[src/rtl/spi_ctrl_pkg.sv]
// -----------------------------------------------------------------------------
// spi_ctrl_pkg
// Shared definitions for the SPI register controller slice:
//   - state_t       : controller FSM state encoding
//   - CMD_RW_BIT    : command byte bit selecting read (1) or write (0)
//   - CMD_ADDR_MSB  : top bit of the start-address field in the command byte
//   - DUMMY_DEFAULT : byte transmitted when no read data is pending
// -----------------------------------------------------------------------------
package spi_ctrl_pkg;

  typedef enum logic [1:0] {
    IDLE = 2'b00,
    CMD  = 2'b01,
    RD   = 2'b10,
    WR   = 2'b11
  } state_t;

  localparam int         CMD_RW_BIT    = 7;
  localparam int         CMD_ADDR_MSB  = 6;
  localparam logic [7:0] DUMMY_DEFAULT = 8'h00;

endpackage

[src/rtl/spi_reg_file.sv]
// -----------------------------------------------------------------------------
// spi_reg_file
// NREG x 8-bit register file with one synchronous write port, one
// combinational read port and a flat view of every register.
//
// Ports:
//   clk       in   system clock
//   reset     in   asynchronous active-high reset, clears every register
//   we        in   write enable
//   addr      in   write address (AW bits, caller guarantees it is in range)
//   data      in   write data
//   rd_addr   in   read address, full 7-bit pointer
//   rd_data   out  reg[rd_addr], or 8'h00 when rd_addr >= NREG
//   regs_flat out  register i at [8i+7:8i]
// -----------------------------------------------------------------------------
module spi_reg_file #(
  parameter int NREG = 16,
  parameter int AW   = $clog2(NREG)
) (
  input  logic              clk,
  input  logic              reset,
  input  logic              we,
  input  logic [AW-1:0]     addr,
  input  logic [7:0]        data,
  input  logic [6:0]        rd_addr,
  output logic [7:0]        rd_data,
  output logic [8*NREG-1:0] regs_flat
);

  logic [7:0] mem [NREG];

  always_ff @(posedge clk or posedge reset) begin
    if (reset) begin
      for (int i = 0; i < NREG; i++) mem[i] <= 8'h00;
    end else if (we) begin
      mem[addr] <= data;
    end
  end

  // The pointer is 7 bits wide regardless of NREG, so addresses past the
  // implemented registers must read as zero instead of aliasing.
  always_comb begin
    rd_data = 8'h00;
    if (int'(rd_addr) < NREG) rd_data = mem[rd_addr[AW-1:0]];
  end

  for (genvar g = 0; g < NREG; g++) begin : g_flat
    assign regs_flat[8*g +: 8] = mem[g];
  end

endmodule

[src/rtl/spi_reg_ctrl.sv]
// -----------------------------------------------------------------------------
// spi_reg_ctrl
// Byte-level command controller behind the SPI slave byte engine. A frame is
// one command byte (bit7 = read, bits[6:0] = start address) followed by data
// bytes that are written to, or read from, the internal register file.
//
// Configuration macro: SPI_REG_CTRL_AUTOINC_EN
//   defined   : the pointer advances after every data byte (burst access)
//   undefined : the pointer stays on the command address for the whole frame
//
// Ports:
//   clk          in   system clock
//   reset        in   asynchronous active-high reset
//   ncs          in   SPI chip select, active-low, raw from the pad
//   rhr          in   received byte from the slave
//   rxrdy_tick   in   one-cycle end-of-byte pulse from the slave
//   thr          out  next byte to transmit
//   regs_flat    out  register file contents, reg i at [8i+7:8i]
//   wr_tick      out  one-cycle pulse per committed write
//   wr_addr      out  address of the committed write
//   wr_data      out  data of the committed write
//   frame_active out  high while in CMD/RD/WR
// -----------------------------------------------------------------------------
module spi_reg_ctrl
  import spi_ctrl_pkg::*;
#(
  parameter int         NREG  = 16,
  parameter logic [7:0] DUMMY = DUMMY_DEFAULT,
  localparam int        AW    = $clog2(NREG)
) (
  input  logic              clk,
  input  logic              reset,
  input  logic              ncs,
  input  logic [7:0]        rhr,
  input  logic              rxrdy_tick,
  output logic [7:0]        thr,
  output logic [8*NREG-1:0] regs_flat,
  output logic              wr_tick,
  output logic [AW-1:0]     wr_addr,
  output logic [7:0]        wr_data,
  output logic              frame_active
);

`ifdef SPI_REG_CTRL_AUTOINC_EN
  localparam logic [6:0] PTR_STEP = 7'd1;
`else
  localparam logic [6:0] PTR_STEP = 7'd0;
`endif

  state_t     state;
  logic [6:0] ptr;
  logic       byte_v;
  logic [6:0] rd_addr;
  logic [7:0] rd_data;
  logic       ptr_in_range;
  logic       reg_we;

  // The slave only updates rhr on the clock after rxrdy_tick, so decoding is
  // done one cycle later when rhr is guaranteed to hold the new byte.
  always_ff @(posedge clk or posedge reset) begin
    if (reset) byte_v <= 1'b0;
    else       byte_v <= rxrdy_tick;
  end

  // During the command byte the address comes straight from rhr so the first
  // read data is loaded on the same edge that latches the pointer.
  assign rd_addr      = (state == CMD) ? rhr[CMD_ADDR_MSB:0] : ptr;
  assign ptr_in_range = (int'(ptr) < NREG);
  assign reg_we       = byte_v && (state == WR) && ptr_in_range;

  spi_reg_file #(
    .NREG (NREG),
    .AW   (AW)
  ) u_reg_file (
    .clk       (clk),
    .reset     (reset),
    .we        (reg_we),
    .addr      (ptr[AW-1:0]),
    .data      (rhr),
    .rd_addr   (rd_addr),
    .rd_data   (rd_data),
    .regs_flat (regs_flat)
  );

  // Byte handling comes first and chip-select handling last, so a byte that
  // lands in the same cycle as ncs rising still commits, after which the
  // frame is closed and thr falls back to DUMMY.
  always_ff @(posedge clk or posedge reset) begin
    if (reset) begin
      state        <= IDLE;
      ptr          <= 7'd0;
      thr          <= DUMMY;
      wr_tick      <= 1'b0;
      wr_addr      <= '0;
      wr_data      <= 8'h00;
      frame_active <= 1'b0;
    end else begin
      wr_tick <= 1'b0;

      if (byte_v) begin
        unique case (state)
          CMD: begin
            if (rhr[CMD_RW_BIT]) begin
              state <= RD;
              thr   <= rd_data;
              ptr   <= rhr[CMD_ADDR_MSB:0] + PTR_STEP;
            end else begin
              state <= WR;
              ptr   <= rhr[CMD_ADDR_MSB:0];
            end
          end
          RD: begin
            thr <= rd_data;
            ptr <= ptr + PTR_STEP;
          end
          WR: begin
            if (ptr_in_range) begin
              wr_tick <= 1'b1;
              wr_addr <= ptr[AW-1:0];
              wr_data <= rhr;
            end
            ptr <= ptr + PTR_STEP;
          end
          default: ;
        endcase
      end

      if (ncs) begin
        state        <= IDLE;
        thr          <= DUMMY;
        frame_active <= 1'b0;
      end else if (state == IDLE) begin
        state        <= CMD;
        thr          <= DUMMY;
        frame_active <= 1'b1;
      end
    end
  end

endmodule

[config.mk]
export PLATFORM = sky130hd
export DESIGN_NAME = spi_reg_ctrl
export DESIGN_NICKNAME = d
export VERILOG_FILES = /design/src/rtl/spi_ctrl_pkg.sv /design/src/rtl/spi_reg_file.sv /design/src/rtl/spi_reg_ctrl.sv
export SDC_FILE = /design/constraint.sdc
export NUM_CORES = 1
export LEC_CHECK = 0
export ABC_CLOCK_PERIOD_IN_PS = 7100
export CAP_MARGIN = 20
export CELL_PAD_IN_SITES_DETAIL_PLACEMENT = 1
export CELL_PAD_IN_SITES_GLOBAL_PLACEMENT = 1
export CORE_ASPECT_RATIO = 0.75
export CORE_MARGIN = 1.5
export CORE_UTILIZATION = 35
export DETAILED_ROUTE_END_ITERATION = 10
export HOLD_SLACK_MARGIN = 0.15
export PLACE_DENSITY_LB_ADDON = 0.1
export RECOVER_POWER = 25
export SLEW_MARGIN = 20
export SYNTH_ARGS = -nofsm -noshare
export SYNTH_HDL_FRONTEND = slang
export SYNTH_SLANG_ARGS = --single-unit
[constraint.sdc]
create_clock -name clk -period 7.1 [get_ports clk]
set_input_delay 1.42 -clock clk [delete_from_list [all_inputs] [get_ports clk]]
set_output_delay 1.42 -clock clk [all_outputs]
set_load 0.02 [all_outputs]
; Word-level counts from Yosys, hierarchy flattened
; Cells that the tools add are included.
[totals]
wordCells = 69
output_inout_bits = 150
input_bits = 12
regBits = 160
[classes]
muxes = 23
n_reduce_logical = 11
bitwise = 2
n_eq_ne = 4
magnitude_cmp = 5
[ops]
columns = operator, count
row1 = 128-bit bitwise mux, 1
row2 = 8-bit 2-to-1 mux, 8
row3 = 8-bit binary-select mux with 4-bit select, 1
row4 = 8-bit demux with 4-bit select, 1
row5 = 8-bit one-hot mux with 2 select lines, 1
row6 = 7-bit by 5-bit less-than comparator with 1-bit output (second input constant), 2
row7 = 5-bit greater-or-equal comparator (second input constant), 2
row8 = 4-bit NOT with 5-bit output, 2
row9 = 2-bit 2-to-1 mux, 4
row10 = 7-bit 2-to-1 mux, 1
row11 = 1-bit 2-to-1 mux, 6
row12 = 3-bit AND reduction, 2
row13 = 3-bit nonzero test, 2
row14 = 5-bit by 1-bit less-than comparator with 1-bit output (second input constant), 1
row15 = 2-bit == test (second input constant), 2
row16 = 4-bit by 3-bit != test with 1-bit output (second input constant), 1
row17 = 4-bit nonzero test, 1
row18 = 1-bit logical AND, 3
row19 = 2-bit by 1-bit == test with 1-bit output (second input constant), 1
row20 = 2-bit zero test, 1
row21 = 2-bit AND reduction, 1
row22 = 2-bit nonzero test, 1

; Longest topological paths before layout
; Gate-level depths: netlist (run 1).
[logic_depth]
depth_word = 12
mapped_depth = 10
depth_no_buf = 6

; Modules after synthesis
; From an unflattened synthesis (run 1), not the netlist that was laid out.
[unflattened]
hier_cells = 490
area_unflattened_um2 = 7355.8
[modules_own_cells]
columns = mod, area_each_um2, instances, seq_area_each_um2, cells_each
row1 = spi_reg_file, 5920.7, 1, 3203.1, 385
row2 = spi_reg_ctrl, 1435.1, 1, 800.8, 105

; Least setup slack after synthesis (run 1)
; Ideal clock, no wire load.
[synth_timing]
kind = in2reg
start = input rhr[6]
end = register thr[0]
arrival_ns = 2.916
path_buffers = 2
required_time_ns = 7.032
setup_ns = 0.068
path_slack_ns = 4.116
path_stages = 7
path_cell_list = buf_1 -> or4_4 -> a2111oi_2 -> and2_1 -> buf_6 -> a32oi_1 -> nand2_1
[synth_between]
elab_chain_len = 8
[synth_lines]
columns = element, line_no
row1 = start: declaration, spi_reg_ctrl.sv:34  ; input logic [7:0] rhr,
row2 = 7-bit 2-to-1 mux *, n/a
row3 = 7-bit by 5-bit less-than comparator with 1-bit output *, spi_reg_file.sv:44  ; if (int'(rd_addr) < NREG) rd_data = mem[rd_addr[AW-1:0]];
row4 = 8-bit 2-to-1 mux *, spi_reg_file.sv:44
row5 = 8-bit 2-to-1 mux, spi_reg_ctrl.sv:103  ; if (rhr[CMD_RW_BIT]) begin
row6 = 8-bit one-hot mux with 2 select lines *, spi_reg_ctrl.sv:101  ; unique case (state)
row7 = 8-bit 2-to-1 mux *, spi_reg_ctrl.sv:100  ; if (byte_v) begin
row8 = 8-bit 2-to-1 mux *, spi_reg_ctrl.sv:132  ; end else if (state == IDLE) begin
row9 = 8-bit 2-to-1 mux *, spi_reg_ctrl.sv:128  ; if (ncs) begin
row10 = end signal: assignment, spi_reg_ctrl.sv:105  ; thr <= rd_data;
row11 = end signal: assignment, spi_reg_ctrl.sv:113  ; thr <= rd_data;
row12 = end: declaration, spi_reg_ctrl.sv:36  ; output logic [7:0] thr,
; Mark *: on every way between the ends. The rest lies on a longest branch, timed or not. The select of a mux whose other input is x is not followed.
; A chain may end at the register's enable or synchronous reset.

; Final worst setup path (run 1)
[layout_timing]
start = input rhr[0]
end = register thr[6]
[layout_between]
elab_chain_len = 11
word_cells_on_any_way = 12
classes_between = 1 x order compare / 10 x mux / 1 x bitwise
[layout_lines]
columns = element, line_no
row1 = 7-bit 2-to-1 mux *, n/a
row2 = 4-bit NOT with 5-bit output (not written as such), spi_reg_file.sv:44
row3 = 8-bit binary-select mux with 4-bit select, spi_reg_file.sv:44
row4 = 8-bit 2-to-1 mux (not written as such) (2 in a row), spi_reg_file.sv:44
row5 = 8-bit 2-to-1 mux *, spi_reg_file.sv:44
row6 = 8-bit 2-to-1 mux, spi_reg_ctrl.sv:103
row7 = 8-bit one-hot mux with 2 select lines *, spi_reg_ctrl.sv:101
row8 = 8-bit 2-to-1 mux *, spi_reg_ctrl.sv:100
row9 = 8-bit 2-to-1 mux *, spi_reg_ctrl.sv:132
row10 = 8-bit 2-to-1 mux *, spi_reg_ctrl.sv:128
; Marks and branches as above.

==> results by stage, run 1 <==
Detailed routing:
- After detailed routing, the total wire length is 24800 um.
- The remaining number of nets flagged by the antenna check after routing is 0.
- In this run, the number of DRC markers left after iteration 0 of detailed routing was 370.
- In the final routed layout, each cell accounts on average for 23.9 um.
- The total number of vias is between 5000 and 6000.
- The DRC violation count after routing is 0.
- The mean number of vias per cell is 5.26.
- The first TritonRoute pass finished after 4 iterations.

Synthesis:
- The async set-or-reset flop fraction in the synthesized netlist is 100%.
- The total nets after synthesis is 612.
- In this run, synthesis inferred 0 flip-flops with an integrated enable.
- After synthesis, the netlist uses 31 different library cells.
- The most frequent cell after synthesis is dfrtp_1.
- Ranked by instance count, the synthesized netlist is headed by dfrtp_1 (160), mux2_2 (130), nand2_1 (126), a32oi_1 (32), mux2i_1 (27).
- The summed instance area of the synthesized netlist is 0.00727 mm^2.
- The sequential cell area fraction in the yosys report is 55.1%.
- The gate count after technology mapping is 600.
- dfrtp_1 takes more of the synthesized area than any other cell.
- Ranked by total cell area, the synthesized netlist is headed by dfrtp_1 (55%), mux2_2 (20%), nand2_1 (6.5%).
- The share of the synthesized area in the top cell type is 55.1%.
- The warning count from the yosys run is 0.
- Counting flops and latches in the post-synthesis netlist gives 160.
- The average instance area after synthesis is 12.1 um^2.
- The most used flip-flop cell after synthesis is dfrtp_1.

Place:
- The number of buffer cells added on primary ports is 161.
- The routability congestion estimate is 0.904.
- The estimated wirelength of the detail-placed design is 17300 um.
- The worst slack at placement is 2170 ps.

Worst setup path:
- The startpoint class of the critical path is an input pin.
- The critical path capture point type is a flip-flop.
- Data on the critical path arrives at its endpoint at 4820 ps.
- The maximum fanout along the worst path is 32.
- The required time of the critical path is 7390 ps.
- Counting cells, the worst reg-to-reg path comes to 6.
- The type of the worst setup path is input pin to flip-flop.

Clock tree:
- TritonCTS built the clock tree.
- The H-tree was split into 4 levels.
- In this run the deepest clock path goes through 2 buffers.
- Post-CTS timing repair inserted 0 buffers for setup.
- The clock latency on the worst-skew pair is 420 ps.
- The cts-stage hold buffer count is 0.
- The clock transition time at the flip-flop clock pins of the worst setup and hold paths is around 60 ps.
- The cell at the root of the clock tree is clkbuf_16.
- The number of buffers created by CTS is 17.
- The number of sinks handled by clock tree synthesis is 160.
- The number of gates resized after cts is 0.

Timing:
- The setup clock skew after layout is ~8.5 ps.
- Setup repair after global routing left no endpoint under its margin.
- Setup violations remaining at the end of the flow were counted as 0.
- The final number of max-transition violations was 30.
- After layout, the worst path uses 63.7% of the clock period.
- Setup slack on the critical path of the routed design comes to 2580 ps.
- The total negative setup slack is 0 ps.
- The minimum clock period after layout is around 4500 ps.
- The count of endpoints failing hold in the final timing report is 0.
- For this run, the top clock speed supported by timing is 221 MHz.
- The worst relative slew slack is -2.73%.
- The actual slew at the worst max-slew pin is 1530 ps.

Floorplanning:
- The number of placed I/O pins is 162.
- The total die area is 0.0217 mm^2.
- In this run the standard cell core region covers a little over 0.02 mm^2.
- From left edge to right edge, the die measures 169 um.
- The number of rows in the core area is 45.
- The starting density of the core is 35.8%.
- From bottom edge to top edge, the die measures between 100 and 150 um.

Power:
- The highest ir drop seen on vdd is roughly 0.14 mV.
- In this run the static leakage power is 4.26 nW.
- In this run the power density over the cells is 245 mW/mm^2.

Global routing:
- The via count of the first global-routing pass came to 5901.
- In the global route stage, overall resource usage came out at 23.7%.
- Entering global routing, the biggest net connects 107 pins.
- The overflow left after global routing is 0.
- The initial antenna violation count is 1.
- The first global-routing pass estimated between 30000 and 40000 um of wire.

Outcome:
- The final reports fail on capacitance limit, slew limit.
- The flow ran to the end, but the final reports show violations.

Cells and area:
- At the end of the flow, the number of nets in the layout was 757.
- The number of antenna cells inserted is 0.
- Cells with a size suffix above 1 make up about a quarter of the layout.
- From synthesis to final layout, the design area changed by 32.9%.

Job:
- Across the run, the number of max-cap violations was 1.

Hold path:
- Counting instances, the worst hold path has a depth of 2.
- The min-delay analysis places its worst path in the category flip-flop to flip-flop.
registers in the layout (all words and copies together) (netlist names):
name,cells
byte_v,1
frame_active,1
ptr,7
state,2
thr,8
u_reg_file.regs_flat,128
wr_addr,4
wr_data,8
wr_tick,1
worst max-delay path: stages:
cell             delay, ps
clkdlybuf4s50_1       1120
mux2_2                 740
buf_4                  550
mux2i_1                350
a32oi_1                120
a32oi_1                390
nand2_1                110
where the power goes:
| group | total [W] | switching, W | internal, W |
|---|---|---|---|
| combinational | 0.000457 | 0.000280 | 0.000176 |
| sequential | 0.00102 | 0.0000587 | 0.000966 |
| clock | 0.000884 | 0.000379 | 0.000505 |
| total | 0.00236 | 0.000718 | 0.00165 |
layout make-up:
| type | count | area [um^2] |
|---|---|---|
| Fill cell | 2102 | 10700 |
| Timing Repair Buffer | 170 | 1680 |
| Sequential cell | 160 | 4000 |
| Tap cell | 282 | 353 |
| Clock buffer | 20 | 467 |
| Multi-Input combinational cell | 392 | 3060 |
| Clock inverter | 11 | 88.8 |
| Inverter | 4 | 16.3 |
routing by layer:
layer	vias up	global-route usage (%)	share of wire, %
met5	-	0	0
met4	0	5.15	0.86
met3	16	5.03	6.6
met2	176	37.4	47
met1	2862	33.8	46
li1	2415	-	-
through the flow:
stage	util, %	hold slack (ps)	instances	total power, W	instance area, um^2
detailed placement	44.8	468	1007	0.00150	9100
global placement	44.8	461	1007	0.00149	9100
floorplan	-	500	600	0.00130	7270
finish	47.6	481	1039	0.00236	9670
global route	47.6	504	1039	0.00245	9670
CTS	47.5	484	1038	0.00238	9660
kinds of logic after synthesis:
| kind of cell | count (synthesis) | synth area share (%) |
|---|---|---|
| buf+inv | 48 | 3.06 |
| compound gates | 38 | 4.63 |
| flops | 160 | 55.1 |
| simple gates | 188 | 11.6 |
| mux | 166 | 25.7 |
placed cells by master, fill, tap and decap left out, drive strengths merged, types with 2 or more instances in the layout:
cell / count
dfrtp: 160
clkdlybuf4s50: 158
mux2: 138
nand2: 126
a32oi: 32
mux2i: 28
clkbuf: 24
nor2: 21
nand3: 18
nand4: 9
clkinv: 8
buf: 5
nor3: 3
nand2b: 3
or3: 3
dlygate4sd3: 3
inv: 3
clkinvlp: 3
nand3b: 2
a21oi: 2
worst paths after layout:
path	from	endpoint	slack [ps]
min reg2reg	wr_data[4]	wr_data[4]	480
min in group asynchronous	reset	u_reg_file.regs_flat[4]	1810
max in group asynchronous	reset	u_reg_file.regs_flat[109]	3920
min	wr_data[4]	wr_data[4]	480
max reg2reg	ptr[4]	u_reg_file.regs_flat[71]	3710
max	rhr[0]	thr[6]	2580
No activity file was read; power rests on OpenSTA's default activity.
==> inputs of run 2 (changes only) <==
--- a/config.mk
+++ b/config.mk
@@ -5,7 +5,7 @@
 export SDC_FILE = /design/constraint.sdc
 export NUM_CORES = 1
 export LEC_CHECK = 0
-export ABC_CLOCK_PERIOD_IN_PS = 7100
+export ABC_CLOCK_PERIOD_IN_PS = 4200
 export CAP_MARGIN = 20
 export CELL_PAD_IN_SITES_DETAIL_PLACEMENT = 1
 export CELL_PAD_IN_SITES_GLOBAL_PLACEMENT = 1
==> constraint.sdc (replaced) <==
create_clock -name clk -period 4.2 [get_ports clk]
set_input_delay 0.84 -clock clk [delete_from_list [all_inputs] [get_ports clk]]
set_output_delay 0.84 -clock clk [all_outputs]
set_load 0.02 [all_outputs]
==> results by stage, run 2 (synthesized netlist as in run 1, its figures left out) <==
Outcome:
- The run finished, with violations left.
- The final reports fail on capacitance limit, slew limit.

Floorplanning:
- The starting density of the core is 35.8%.
- The die is 169 um wide.
- The total die area is 0.0217 mm^2.
- The number of rows in the core area is 45.
- Measured along the y axis, the die boundary spans 128 um.
- The area of the core is between 0.02 and 0.025 mm^2.
- The number of placed I/O pins is 162.

Cells and area:
- For this run, the share of the core covered by cells in the final layout is 48.0%.
- The library cells used most frequently in the layout, excluding fill and tap cells, are dfrtp_1 (160), clkdlybuf4s50_1 (157), mux2_2 (130).
- The register with the most flip-flops in the layout has 128 of them.
- Of the cells placed in the final design, the portion with a size suffix greater than 1 is approximately a quarter.
- Leaving out filler cells and counting taps, the final layout contains around 1100.
- The final layout contains 770 nets.
- The commonest non-fill, non-tap cell in the layout is dfrtp_1.
- Compared with the post-synthesis result, the final layout area differs by 34.2%.
- The number of antenna cells inserted is 0.

Job:
- The number of max-cap violations is 2.

Power:
- In this run the power spent charging and discharging nets is around 0.0013 W.
- The total power consumption of the routed design is 0.00408 W.
- Per report_power, the clock group accounts for 37.6% of the total.
- The power share of the sequential group is 42.3%.
- The switching power share of the total is 32.6%.
- The part of the total power dissipated in combinational logic is 20.2%.
- The leakage dissipation is 4.31 nW.
- IR analysis of the VDD net gives a maximum drop of 0.298 mV.
- The internal power is 0.00275 W.
- For this design the ratio of total power to cell area is 419 mW/mm^2.

Timing:
- The worst relative slew slack is -48.7%.
- For the final routed database, the setup TNS stands at 0 ps.
- The smallest clock period supported by the final layout is computed as 3110 ps.
- For the final database, setup skew stands at approximately 9.6 ps.
- The actual slew at the worst max-slew pin is between 2000 and 2500 ps.
- Setup repair after global routing left no endpoint under its margin.
- The top achievable clock speed is between 300 and 400 MHz.
- The final number of max-transition violations was 162.
- The count of endpoints failing hold in the final timing report is 0.
- Setup violations remaining at the end of the flow were counted as 0.
- The final critical path takes up between 70% and 80% of the cycle.
- The tightest hold path in the finished design has a slack of just under 500 ps.

Clock tree:
- The clock net in this run drives a total of 160 sinks.
- The number of gates resized after cts is 0.
- The H-tree depth reported by CTS is 4.
- The CTS tree is built.
- The clock transition time at the flip-flop clock pins of the worst setup and hold paths is about 70 ps.
- For the worst-skew pair, the clock arrives at the later sink with an insertion delay of 430 ps.
- The number of buffers created by CTS is 17.
- The cell sitting at the root of the clock tree is a clkbuf_16.
- After clock tree synthesis, the setup repair step added 0 buffers.
- The cts-stage hold buffer count is 0.
- The maximum number of buffers from clock root to sink is 2.

Global routing:
- The overflow left after global routing is 0.
- The global-route usage over all layers is a little under a quarter.
- The via count of the first global-routing pass was 5872.
- Entering global routing, the biggest net connects 88 pins.
- The global-route wire length before repair is 37500 um.
- The initial antenna violation count is 0.

Worst setup path:
- The most prevalent standard cell on the critical path is a32oi_1.
- The cell count of the worst reg-to-reg path is 7.
- Data on the critical path is required at its endpoint by about 4500 ps.
- The type of the worst setup path is input pin to flip-flop.
- The launch instance of the worst register-to-register path is ptr[4].
- The stage delay of the slowest cell on the critical path is 840 ps.
- The critical path capture point type is a flip-flop.
- The startpoint class of the critical path is an input pin.
- Walking the worst path, the cells encountered are clkdlybuf4s50_1 > clkbuf_1 > mux2i_1 > nor2_1 > buf_4 > a32oi_1 > a32oi_1 > nand2_1.
- The cell with the biggest individual delay on the critical path is clkbuf_1.
- In this run the worst setup path begins at rhr[1].
- In this run the worst path has a maximum fanout of 20.
- The arrival time of data at the critical path endpoint is 3430 ps.

Hold path:
- The launch point of the worst hold path is wr_data[4].
- The worst hold path belongs to the class flip-flop to flip-flop.
- The hold path depth is 2.

Detailed routing:
- The total wire length is 24700 um.
- After detailed routing, the wire length on met1 is 11800 um.
- The final route contains ~5500 vias.
- In the detailed route, the total length drawn on met2 is around 11000 um.
- Routed signal wires occupy layers up through met4.
- In the detailed route, the total length drawn on met3 is between 1000 and 1500 um.
- In this run the remaining antenna-violating nets after routing total 0.
- The mean number of vias per cell is 5.24.
- The DRC violation count after routing is 0.
- Before antenna repair, the detailed router went through 6 iterations.
- The DRC marker count from the first detailed-route iteration is 373.
- Dividing the detail-routed wire length by the instance count gives 23.5 um.

Place:
- The post-placement cell count is 1021.
- During placement, the flow inserted port buffers numbering approximately 160.
- The routability congestion estimate is 0.782.
- Detailed placement ended at an HPWL of 17200 um.
## run 2: cell count changes in the layout (fill, tap and decap cells not counted), moves of 3 or more
cell	delta
buf_4	+8
clkinv_2	-7
inv_8	+5
clkbuf_1	+3
inv_6	+3
nor2_1	+3
nor2_2	-3
## run 2: layout make-up
class	count	area (um^2)
fillers	2118	10600
well taps	282	353
clock buffers	18	439
inverters	4	18.8
flip-flops and latches	160	4000
repair buffers	183	1760
clock inverters	14	140
multi-input cells	392	3040
## run 2: through the flow
stage | setup slack [ps] | cell area, um^2
after global placement | 953 | 9230
after floorplan | 1330 | 7280
after CTS | 1140 | 9810
after detailed placement | 839 | 9230
final | 1090 | 9760
after global routing | 796 | 9760
## run 2: path summary, 6_finish.rpt
| check | to | slack, ps |
|---|---|---|
| max in group asynchronous | u_reg_file.regs_flat[99] | 1160 |
| worst min-delay path | wr_data[4] | 480 |
| worst min register to register | wr_data[4] | 480 |
| min in group asynchronous | u_reg_file.regs_flat[20] | 1560 |
| worst max-delay path | thr[4] | 1090 |
| worst max register to register | u_reg_file.regs_flat[68] | 1100 |
## run 2: routing by layer
metal  global-route usage, %  vias up
li1                        -     2429
met1                    34.3     2916
met2                    36.3      159
met3                    4.35       16
met4                    7.18        0
met5                       0        -
## run 2: power by group through the flow
stage | clock network (W) | logic [W] | registers, W
after floorplan | 0 | 0.000396 | 0.00181
after detailed placement | 0 | 0.000838 | 0.00176
after global placement | 0 | 0.000834 | 0.00175
after CTS | 0.00157 | 0.000843 | 0.00173
final | 0.00153 | 0.000825 | 0.00173
after global routing | 0.00162 | 0.000881 | 0.00174
## run 2: critical path: cells and delay by family
family | cells | cell delay (ps)
buf+inv | 3 | 1580
compound gates | 2 | 490
simple gates | 2 | 270
mux | 1 | 230
==> inputs of run 3 (changes only) <==
--- a/config.mk
+++ b/config.mk
@@ -5,7 +5,7 @@
 export SDC_FILE = /design/constraint.sdc
 export NUM_CORES = 1
 export LEC_CHECK = 0
-export ABC_CLOCK_PERIOD_IN_PS = 4200
+export ABC_CLOCK_PERIOD_IN_PS = 3000
 export CAP_MARGIN = 20
 export CELL_PAD_IN_SITES_DETAIL_PLACEMENT = 1
 export CELL_PAD_IN_SITES_GLOBAL_PLACEMENT = 1
==> constraint.sdc (replaced) <==
create_clock -name clk -period 3 [get_ports clk]
set_input_delay 0.6 -clock clk [delete_from_list [all_inputs] [get_ports clk]]
set_output_delay 0.6 -clock clk [all_outputs]
set_load 0.02 [all_outputs]
==> results by stage, run 3 (synthesized netlist as in run 1, its figures left out) <==
Clock tree:
- Once the clock tree was built, the setup fixing pass inserted 0 buffers.
- After clock tree synthesis, the repair step resized 0 gates.
- The clock latency on the worst-skew pair is 440 ps.
- Clock-pin slew was measured on the worst setup and hold paths at 70 ps.
- The number of sinks handled by clock tree synthesis is 160.
- The clock tree synthesis step divided the H-tree into 4 levels.
- The number of buffers created by CTS is 17.
- The longest clock path from root to sink contains 2 buffers.
- The cell at the root of the clock tree is clkbuf_16.
- In this run, post-CTS hold repair placed 0 buffers.
- TritonCTS built the clock tree.

Detailed routing:
- The DRC marker count from the first detailed-route iteration is 271.
- The length of routed met3 wiring is 1330 um.
- Dividing the detail-routed wire length by the instance count gives 23.4 um.
- The wire length on met1 is 11700 um.
- The remaining number of nets flagged by the antenna check after routing is 0.
- Using the TritonRoute via totals, the vias-per-cell ratio works out to 5.21.
- The highest layer touched by signal routing is met4.
- The DRC violation count after routing is 0.
- After detailed routing, the met2 layer carries 11300 um of wire.
- The total wire length is 24800 um.
- The number of detailed-routing iterations run before antenna repair is 4.
- The total number of vias is 5529.

Worst setup path:
- The worst setup path is of the flip-flop to flip-flop kind.
- The required time of the critical path is between 3000 and 4000 ps.
- The endpoint identified for the worst register-to-register timing path is u_reg_file.regs_flat[94].
- The worst setup path is captured at a flip-flop.
- STA classifies the critical path startpoint as a flip-flop.
- The arrival time of data at the critical path endpoint is 2760 ps.
- The launch instance of the worst register-to-register path is ptr[4].
- For the worst flop-to-flop path, the logic depth is 7.
- The maximum fanout along the worst path is 13.
- In this run the register-to-register setup slack is roughly 560 ps.

Power:
- Power spread over the standard cell area amounts to 596 mW/mm^2.
- The worst-case IR drop observed on VDD is about 0.43 mV.
- The analysis attributes to cell leakage a power of 4.41 nW.

Timing:
- Setup repair after global routing left no endpoint under its margin.
- For this run, the top clock speed supported by timing is ~400 MHz.
- The final hold slack is 475 ps.
- The total negative setup slack is 0 ps.
- The final number of max-transition violations is 0.
- Clock skew on the completed layout was measured at approximately 17 ps.
- The minimum clock period after layout is about 2400 ps.
- The count of endpoints failing hold in the final timing report is 0.
- The actual slew at the worst max-slew pin is ~1100 ps.
- The worst relative slew slack is 29.8%.
- Dividing the final minimum period by the clock period gives 81.5%.
- Setup violations remaining at the end of the flow were counted as 0.

Floorplanning:
- The die covers 0.0217 mm^2.
- For this configuration, the core starts out at a cell density of 35.8%.
- The die outline height is 128 um.
- The number of rows in the core area is 45.
- The horizontal extent of the die is 169 um.
- The area of the core is 0.0203 mm^2.
- The number of placed I/O pins is 162.

Hold path:
- The worst hold path begins at wr_data[5].
- Counting instances, the worst hold path has a depth of 2.
- The worst min-delay path endpoint is wr_data[5].
- The path class of the tightest hold or removal check is flip-flop to flip-flop.

Cells and area:
- Fill cells in the final layout number 2100.
- The commonest non-fill, non-tap cell in the layout is dfrtp_1.
- The fraction of layout cells with a size suffix above 1 is 28.4%.
- The repair_antennas step left the layout with diodes totalling 0.
- The area growth from synthesis to layout is 36.3%.
- In the layout the commonest cells are dfrtp_1 (160), clkdlybuf4s50_1 (158), mux2_2 (130).
- The number of nets in the layout is 778.
- The number of flip-flops under the largest register name is 128.

Job:
- The number of max-cap violations is 0.

Place:
- Detailed placement finished with a half-perimeter wire length of 17400 um.
- The number of buffer cells added on primary ports is 161.
- At the end of routability-driven placement, the weighted congestion stood at 0.810.

Global routing:
- The first global-routing pass estimated 37700 um of wire.
- For this run the aggregate overflow at the end of global routing stands at 0.
- The global-route usage over all layers is 23.8%.
- The initial antenna violation count is 0.
- The via count of the first global-routing pass is 6048.
- The maximum number of pins on one net before global-route repair is 75.

Outcome:
- The run finished with clean final reports.
[run 3: layer usage]
layer | vias to the layer above | track usage (%)
li1 | 2454 | -
met1 | 2879 | 33.5
met2 | 167 | 37.1
met3 | 29 | 4.94
met4 | 0 | 7.18
met5 | - | 0
[run 3: cell type report]
type | instances | area (um^2) | area share (%)
clock inverter | 14 | 181 | 1.83
tap | 282 | 353 | 3.56
clock buffer | 18 | 429 | 4.33
inverter | 4 | 16.3 | 0.164
timing repair buffer | 191 | 1870 | 18.9
sequential | 160 | 4000 | 40.4
multi-input combinational | 392 | 3050 | 30.8
[run 3: how the worst max path moves through the flow]
stage          startpoint                        to  depth (start not counted)
6_report           ptr[4]  u_reg_file.regs_flat[94]                          7
5_1_grt             reset  u_reg_file.regs_flat[69]                          3
4_1_cts            ptr[4]  u_reg_file.regs_flat[92]                          7
3_5_place_dp       rhr[6]                    thr[6]                          6
3_3_place_gp       rhr[6]                    thr[6]                          6
2_1_floorplan       reset                    byte_v                          1
[run 3: through the flow]
stage               instance area [um^2]  setup WS [ps]  util, %  std cells  total power (W)
finish                              9910            556     48.8       1061          0.00591
global route                        9910            403     48.8       1061          0.00613
CTS                                 9940            532     48.9       1061          0.00596
detailed placement                  9330            176     45.9       1029          0.00367
global placement                    9330            267     45.9       1029          0.00366
floorplan                           7280            371        -        600          0.00308
[run 3: critical path, cell delays in order (launching register included)]
cell and delay [ps]:
dfrtp_1 380, nor3_2 260, nand4_2 180, buf_4 230, clkinv_1 110, nand3b_1 210, nor2_2 550, mux2_2 410
[run 3: where the power goes]
group          switching (W)  internal (W)  total, W
sequential          0.000133       0.00228   0.00242
clock               0.000961       0.00133   0.00229
combinational       0.000732      0.000475   0.00121
